==> config.mk <==
export PLATFORM = sky130hd
export DESIGN_NAME = fetch_controller_flat
export DESIGN_NICKNAME = d
export VERILOG_FILES = /design/src/rtl/fetch_if.sv /design/src/rtl/fetch_controller.sv /design/src/flat_wrapper.sv
export SDC_FILE = /design/constraint.sdc
export NUM_CORES = 1
export LEC_CHECK = 0
export BUFFER_PORTS_ARGS = -buffer_cell sky130_fd_sc_hd__buf_2
export CORE_MARGIN = 4
export CORE_UTILIZATION = 53
export CTS_BUF_LIST = sky130_fd_sc_hd__clkbuf_4
export CTS_CLUSTER_SIZE = 12
export DETAILED_ROUTE_END_ITERATION = 10
export PLACE_DENSITY = 0.95
export SETUP_SLACK_MARGIN = 0.02
export SYNTH_ARGS = -nofsm -noshare
export SYNTH_HDL_FRONTEND = slang
export SYNTH_SLANG_ARGS = --single-unit
==> constraint.sdc <==
create_clock -name clk -period 3.4 [get_ports clk]
set_input_delay 0 -clock clk [delete_from_list [all_inputs] [get_ports clk]]
set_output_delay 0 -clock clk [all_outputs]
set_load 0.05 [all_outputs]
==> src/rtl/fetch_if.sv <==
// Fetch controller bus: instruction-memory side, decode-side valid/ready slot, and control/status.
// The master modport is the fetch controller; the slave modport is the surrounding core or bench.
interface fetch_if;
    logic        start;
    logic        stall;
    logic        redirect_valid;
    logic [63:0] redirect_pc;
    logic [63:0] mem_pc;
    logic [31:0] mem_instr;
    logic        mem_inv_addr;
    logic        out_valid;
    logic        out_ready;
    logic [31:0] out_instr;
    logic [63:0] out_pc;
    logic        fault;
    logic [63:0] fault_pc;
    logic        halted;
    logic [31:0] fetch_count;

    modport master (
        input  start, stall, redirect_valid, redirect_pc, mem_instr, mem_inv_addr, out_ready,
        output mem_pc, out_valid, out_instr, out_pc, fault, fault_pc, halted, fetch_count
    );

    modport slave (
        output start, stall, redirect_valid, redirect_pc, mem_instr, mem_inv_addr, out_ready,
        input  mem_pc, out_valid, out_instr, out_pc, fault, fault_pc, halted, fetch_count
    );
endinterface

==> src/rtl/fetch_controller.sv <==
// Owns the PC, fetches from combinational instruction memory into a one-entry valid/ready slot.
// Latency 1 cycle PC->slot; redirect flushes the slot; optional FETCH_COUNT_EN builds the delivered counter.
module fetch_controller #(
    parameter logic [63:0] RESET_PC   = 64'h0,
    parameter logic [31:0] HALT_INSTR = 32'h00000073
) (
    input  logic    clk,
    input  logic    rst_n,
    fetch_if.master bus
);

    typedef enum logic [1:0] {IDLE, RUN, FAULT, DONE} state_t;

    state_t      state_q;
    logic [63:0] pc_q;
    logic        out_valid_q;
    logic [31:0] out_instr_q;
    logic [63:0] out_pc_q;
    logic        fault_q;
    logic [63:0] fault_pc_q;
    logic        halted_q;

    logic        slot_free;
    logic        fetch_go;
    logic        accept;
    logic [63:0] pc_d;

    assign slot_free = !out_valid_q || bus.out_ready;
    assign fetch_go  = (state_q == RUN) && slot_free && !bus.stall && !bus.redirect_valid;
    // A flush in the same cycle as out_ready means decode did not take the slot.
    assign accept    = out_valid_q && bus.out_ready && !bus.redirect_valid;
    assign pc_d      = pc_q + 64'd4;

    always_ff @(posedge clk or negedge rst_n) begin
        if (!rst_n) begin
            state_q     <= IDLE;
            pc_q        <= RESET_PC;
            out_valid_q <= 1'b0;
            out_instr_q <= 32'h0;
            out_pc_q    <= 64'h0;
            fault_q     <= 1'b0;
            fault_pc_q  <= 64'h0;
            halted_q    <= 1'b0;
        end else if (state_q == IDLE) begin
            if (bus.redirect_valid) pc_q <= bus.redirect_pc;
            if (bus.start) state_q <= RUN;
        end else if (bus.redirect_valid) begin
            pc_q        <= bus.redirect_pc;
            out_valid_q <= 1'b0;
            fault_q     <= 1'b0;
            halted_q    <= 1'b0;
            state_q     <= RUN;
        end else begin
            if (fetch_go) begin
                if (bus.mem_inv_addr) begin
                    state_q     <= FAULT;
                    fault_q     <= 1'b1;
                    fault_pc_q  <= pc_q;
                    out_valid_q <= 1'b0;
                end else begin
                    out_valid_q <= 1'b1;
                    out_instr_q <= bus.mem_instr;
                    out_pc_q    <= pc_q;
                    pc_q        <= pc_d;
                    if (bus.mem_instr == HALT_INSTR) state_q <= DONE;
                end
            end else if (bus.out_ready) begin
                out_valid_q <= 1'b0;
            end
            // In DONE the only slot left is the halt instruction itself.
            if (state_q == DONE && accept) halted_q <= 1'b1;
        end
    end

    assign bus.mem_pc    = pc_q;
    assign bus.out_valid = out_valid_q;
    assign bus.out_instr = out_instr_q;
    assign bus.out_pc    = out_pc_q;
    assign bus.fault     = fault_q;
    assign bus.fault_pc  = fault_pc_q;
    assign bus.halted    = halted_q;

`ifdef FETCH_COUNT_EN
    logic [31:0] fetch_count_q;

    always_ff @(posedge clk or negedge rst_n) begin
        if (!rst_n) begin
            fetch_count_q <= 32'h0;
        end else if (accept && fetch_count_q != 32'hFFFF_FFFF) begin
            fetch_count_q <= fetch_count_q + 32'd1;
        end
    end

    assign bus.fetch_count = fetch_count_q;
`else
    assign bus.fetch_count = 32'h0;
`endif

endmodule

==> src/flat_wrapper.sv <==
// flat-port wrapper written by rule: the top's interface ports become plain ports
module fetch_controller_flat 
#(
    parameter logic [63:0] RESET_PC   = 64'h0,
    parameter logic [31:0] HALT_INSTR = 32'h00000073
)
  (clk, rst_n, bus_start, bus_stall, bus_redirect_valid, bus_redirect_pc, bus_mem_instr, bus_mem_inv_addr, bus_out_ready, bus_mem_pc, bus_out_valid, bus_out_instr, bus_out_pc, bus_fault, bus_fault_pc, bus_halted, bus_fetch_count);
  fetch_if bus_i ();
  input  logic clk;
  input  logic rst_n;
  input wire logic [$bits(bus_i.start)-1:0] bus_start;
  input wire logic [$bits(bus_i.stall)-1:0] bus_stall;
  input wire logic [$bits(bus_i.redirect_valid)-1:0] bus_redirect_valid;
  input wire logic [$bits(bus_i.redirect_pc)-1:0] bus_redirect_pc;
  input wire logic [$bits(bus_i.mem_instr)-1:0] bus_mem_instr;
  input wire logic [$bits(bus_i.mem_inv_addr)-1:0] bus_mem_inv_addr;
  input wire logic [$bits(bus_i.out_ready)-1:0] bus_out_ready;
  output wire logic [$bits(bus_i.mem_pc)-1:0] bus_mem_pc;
  output wire logic [$bits(bus_i.out_valid)-1:0] bus_out_valid;
  output wire logic [$bits(bus_i.out_instr)-1:0] bus_out_instr;
  output wire logic [$bits(bus_i.out_pc)-1:0] bus_out_pc;
  output wire logic [$bits(bus_i.fault)-1:0] bus_fault;
  output wire logic [$bits(bus_i.fault_pc)-1:0] bus_fault_pc;
  output wire logic [$bits(bus_i.halted)-1:0] bus_halted;
  output wire logic [$bits(bus_i.fetch_count)-1:0] bus_fetch_count;
  assign bus_i.start = bus_start;
  assign bus_i.stall = bus_stall;
  assign bus_i.redirect_valid = bus_redirect_valid;
  assign bus_i.redirect_pc = bus_redirect_pc;
  assign bus_i.mem_instr = bus_mem_instr;
  assign bus_i.mem_inv_addr = bus_mem_inv_addr;
  assign bus_i.out_ready = bus_out_ready;
  assign bus_mem_pc = bus_i.mem_pc;
  assign bus_out_valid = bus_i.out_valid;
  assign bus_out_instr = bus_i.out_instr;
  assign bus_out_pc = bus_i.out_pc;
  assign bus_fault = bus_i.fault;
  assign bus_fault_pc = bus_i.fault_pc;
  assign bus_halted = bus_i.halted;
  assign bus_fetch_count = bus_i.fetch_count;
  fetch_controller #(.RESET_PC(RESET_PC), .HALT_INSTR(HALT_INSTR)) u_core (.clk(clk), .rst_n(rst_n), .bus(bus_i));
endmodule
==> metrics.md <==
| Metric | Value |
|---|---|
| Outcome | `finished, final reports clean` |
| Post-DP Area | `12700 sq um` |
| Unrepaired setup endpoints after global routing | `no` |
| Final WS setup | `0.174 ns` |
| Post-Syn Area per Cell | `9.36 sq um` |
| CP endpoint kind | `flop` |
| TritonCTS clock tree | `done` |
| Critical path's slowest cell | `dfrtp_1` |
| First-pass GRT wire length | `61500 um` |
| HP Class | `primary input to flop` |
| Layout area overhead | `34.6%` |
| Comb power frac | `49.9%` |
| Distinct cells, synth | `70` |
| Clock share of power | `16.4%` |
| Post-DRT Antenna Nets | `0` |
| Top cell type's share of synthesized area | `52.4%` |
| Vias in the first global route | `11524` |
| DP Worst Slack | `0.758 ns` |
| Die Span X | `152 um` |
| Final period utilization | `94.9%` |
| Via density | `5.84` |
| Initial DRC Count | `1002` |
| Worst path arrival time | `3.77 ns` |
| Peak supply drop | `758 uV` |
| Initial Util | `54.1%` |
| Post-Syn Instances | `1169` |
| Cell Count, Final, Fillers Out | `1941` |
| Seq cells post-synth | `229` |
| Most frequent cells in the layout | `nand2_1 (335), buf_2 (328), dfrtp_1 (229)` |
| Synth top area cells | `dfrtp_1 (52%), nand2_1 (12%), mux2_2 (6.8%), buf_4 (2.3%), a21oi_1 (2.2%)` |
| Hold Slack | `0.0796 ns` |
| Pre-antenna DRT Iters | `8` |
| Switching pwr | `7.41 mW` |
| Post-DP HPWL | `25100 um` |
| Clock slew at reported path FFs | `0.07 ns` |
| Drt drc | `0` |
| Fin util | `72.8%` |
| Die height | `152 um` |
| Worst-Skew Late Latency | `0.69 ns` |
| Worst EP required | `3.94 ns` |
| Post-route total power | `13.9 mW` |
| Worst setup SP type | `flop` |
| Least-Margin Pin Slew | `1.13 ns` |
| Post-synth ARST share | `100%` |
| Clock H-tree levels | `2` |
| Initial antenna violation count | `1` |
| Final hold violations | `0` |
| Setup slack, reg-to-reg | `0.17 ns` |
| Warning count from the yosys run | `0` |
| GPL Wtd Cong | `0.919` |
| Gr ovfl total | `0` |
| Synth Flop Type | `dfrtp_1` |
| PD cells | `946 nW/um^2` |
| Peak Freq | `0.310 GHz` |
| Largest net degree at the start of global routing | `66` |
| # setup viols final | `0` |
| Finished layout cell area | `14700 sq um` |
| Ports | `362` |
| Slew Viols, Final | `0` |
| TritonCTS buffer count | `58` |
| Worst-path cell chain | `nand4_2 -> nor2_1 -> nand4_1 -> o311ai_0 -> nand3_1 -> dlygate4sd3_1` |
| Final nets | `1732` |
| Share of post-route cells with drive strength above 1 | `32.2%` |
| Max-cap viol count | `0` |
| Post-synth EDFFs | `0` |
| I/O Buffers | `329` |
| Most common cell after layout, fill and taps aside | `nand2_1` |
| Lkg Pwr | `7.20 nW` |
| Power Internal | `6.52 mW` |
| Worst slew margin | `24.3%` |
| Sequential power share | `33.7%` |
| Delay-heaviest family, CP | `simple AND/OR/NAND/NOR gates` |
| WS Path Type | `flop to flop` |
| Postcts setup bufs | `0` |
| Core ar. | `20200 sq um` |
| Placed insts | `1713` |
| Via count | `11334` |
| Max FO, Critical Path | `10` |
| Post-Route Setup TNS | `0 ns` |
| Worst path bufs/invs | `1` |
| Clock buffer depth | `3` |
| Row Count | `52` |
| Fillers | `1398` |
| Synth area leader | `dfrtp_1` |
| CTS sink count | `229` |
| Seq/Total Area, Yosys | `52.4%` |
| Fin Clk Skew | `0.0391 ns` |
| Fin crit period | `3.23 ns` |
| Drt wl/cell | `20.2 um` |
| Die ar. | `23000 sq um` |
| Slowest stage delay, CP | `0.61 ns` |
| Clk root buf | `clkbuf_4` |
| Synth Cell Area | `10900 sq um` |
| Final WL | `39200 um` |
| Sw frac | `53.2%` |
| GRT Total Usage | `33.8%` |
-- synthesized netlist by cell type, types with 23 or more instances --
master    instances
a21oi_1          48
mux2_2           66
nand4_1          31
nand3_1          41
o21ai_0          32
nor2_1           49
dfrtp_1         229
nand2_1         336
nor3_1           23
clkbuf_1         53
buf_4            33
-- worst paths after layout --
path                                                   start                                  end  cells after the start
hold reg to reg            u_core.bus.out_pc[38]$_DFFE_PN0P_    u_core.bus.out_pc[38]$_DFFE_PN0P_                      2
setup / recovery           u_core.bus.mem_pc[15]$_DFFE_PN0P_    u_core.bus.mem_pc[47]$_DFFE_PN0P_                      6
max in group asynchronous                              rst_n  u_core.bus.fault_pc[50]$_DFFE_PN0P_                      4
hold / removal                              bus_mem_instr[2]  u_core.bus.out_instr[2]$_DFFE_PN0P_                      4
setup reg to reg           u_core.bus.mem_pc[15]$_DFFE_PN0P_    u_core.bus.mem_pc[47]$_DFFE_PN0P_                      6
min in group asynchronous                              rst_n  u_core.bus.fault_pc[36]$_DFFE_PN0P_                      3
-- cell families after synthesis --
family | after synthesis | share of synthesized area (%)
AND/OR/NAND/NOR | 572 | 24.3
flip-flops | 229 | 52.4
AO/OA/AOI/OAI | 175 | 10.6
buffers and inverters | 123 | 5.61
multiplexers | 68 | 6.98
adder cells (fa/ha/maj) | 1 | 0.114
other | 1 | 0.0343
-- worst min-delay path: stages --
cell and delay [ns]:
dlygate4sd3_1 0.51, buf_2 0.10, nand2_1 0.04, nand2_1 0.05
-- sequential cells by signal, indices dropped and copies added, names as in the netlist --
register              flops
u_core.bus.fault          1
u_core.bus.fault_pc      64
u_core.bus.halted         1
u_core.bus.mem_pc        64
u_core.bus.out_instr     32
u_core.bus.out_pc        64
u_core.bus.out_valid      1
u_core.state_q            2
-- layer usage --
metal	part of all wire [%]	routed length, um	vias to the layer above	global-route usage [%]
met5	0	0	-	0
met4	4.2	1650	0	14.9
met3	10	4050	154	8.06
met2	49	19300	793	57.1
met1	36	14200	5388	41.4
li1	-	-	4999	-
-- final cells by class --
cell class                 count  area (sq um)  share of cell area (%)
clock inverter                17          70.1                   0.476
multi-input combinational    848          4770                    32.4
sequential                   229          5730                    38.9
antenna                        1          2.50                  0.0170
inverter                      10          37.5                   0.255
tap                          270           338                    2.29
clock buffer                  85           638                    4.33
timing repair buffer         481          3140                    21.3
-- power groups by stage --
stage / Combinational, mW / Sequential, mW / Clock, mW
after global routing: 7.30 / 4.82 / 2.49
final: 6.95 / 4.69 / 2.29
after floorplan: 1.50 / 8.12 / 0
after detailed placement: 6.75 / 4.67 / 0
after CTS: 6.90 / 4.63 / 2.32
after global placement: 6.63 / 4.60 / 0
-- what timing repair did --
item / in CTS / in global routing
hold endpoints to repair: 271 / 0
setup endpoints to repair: 0 / 1
hold buffers: 125 / 0
gates resized for setup: 0 / 2
No activity file was read; power rests on OpenSTA's default activity.
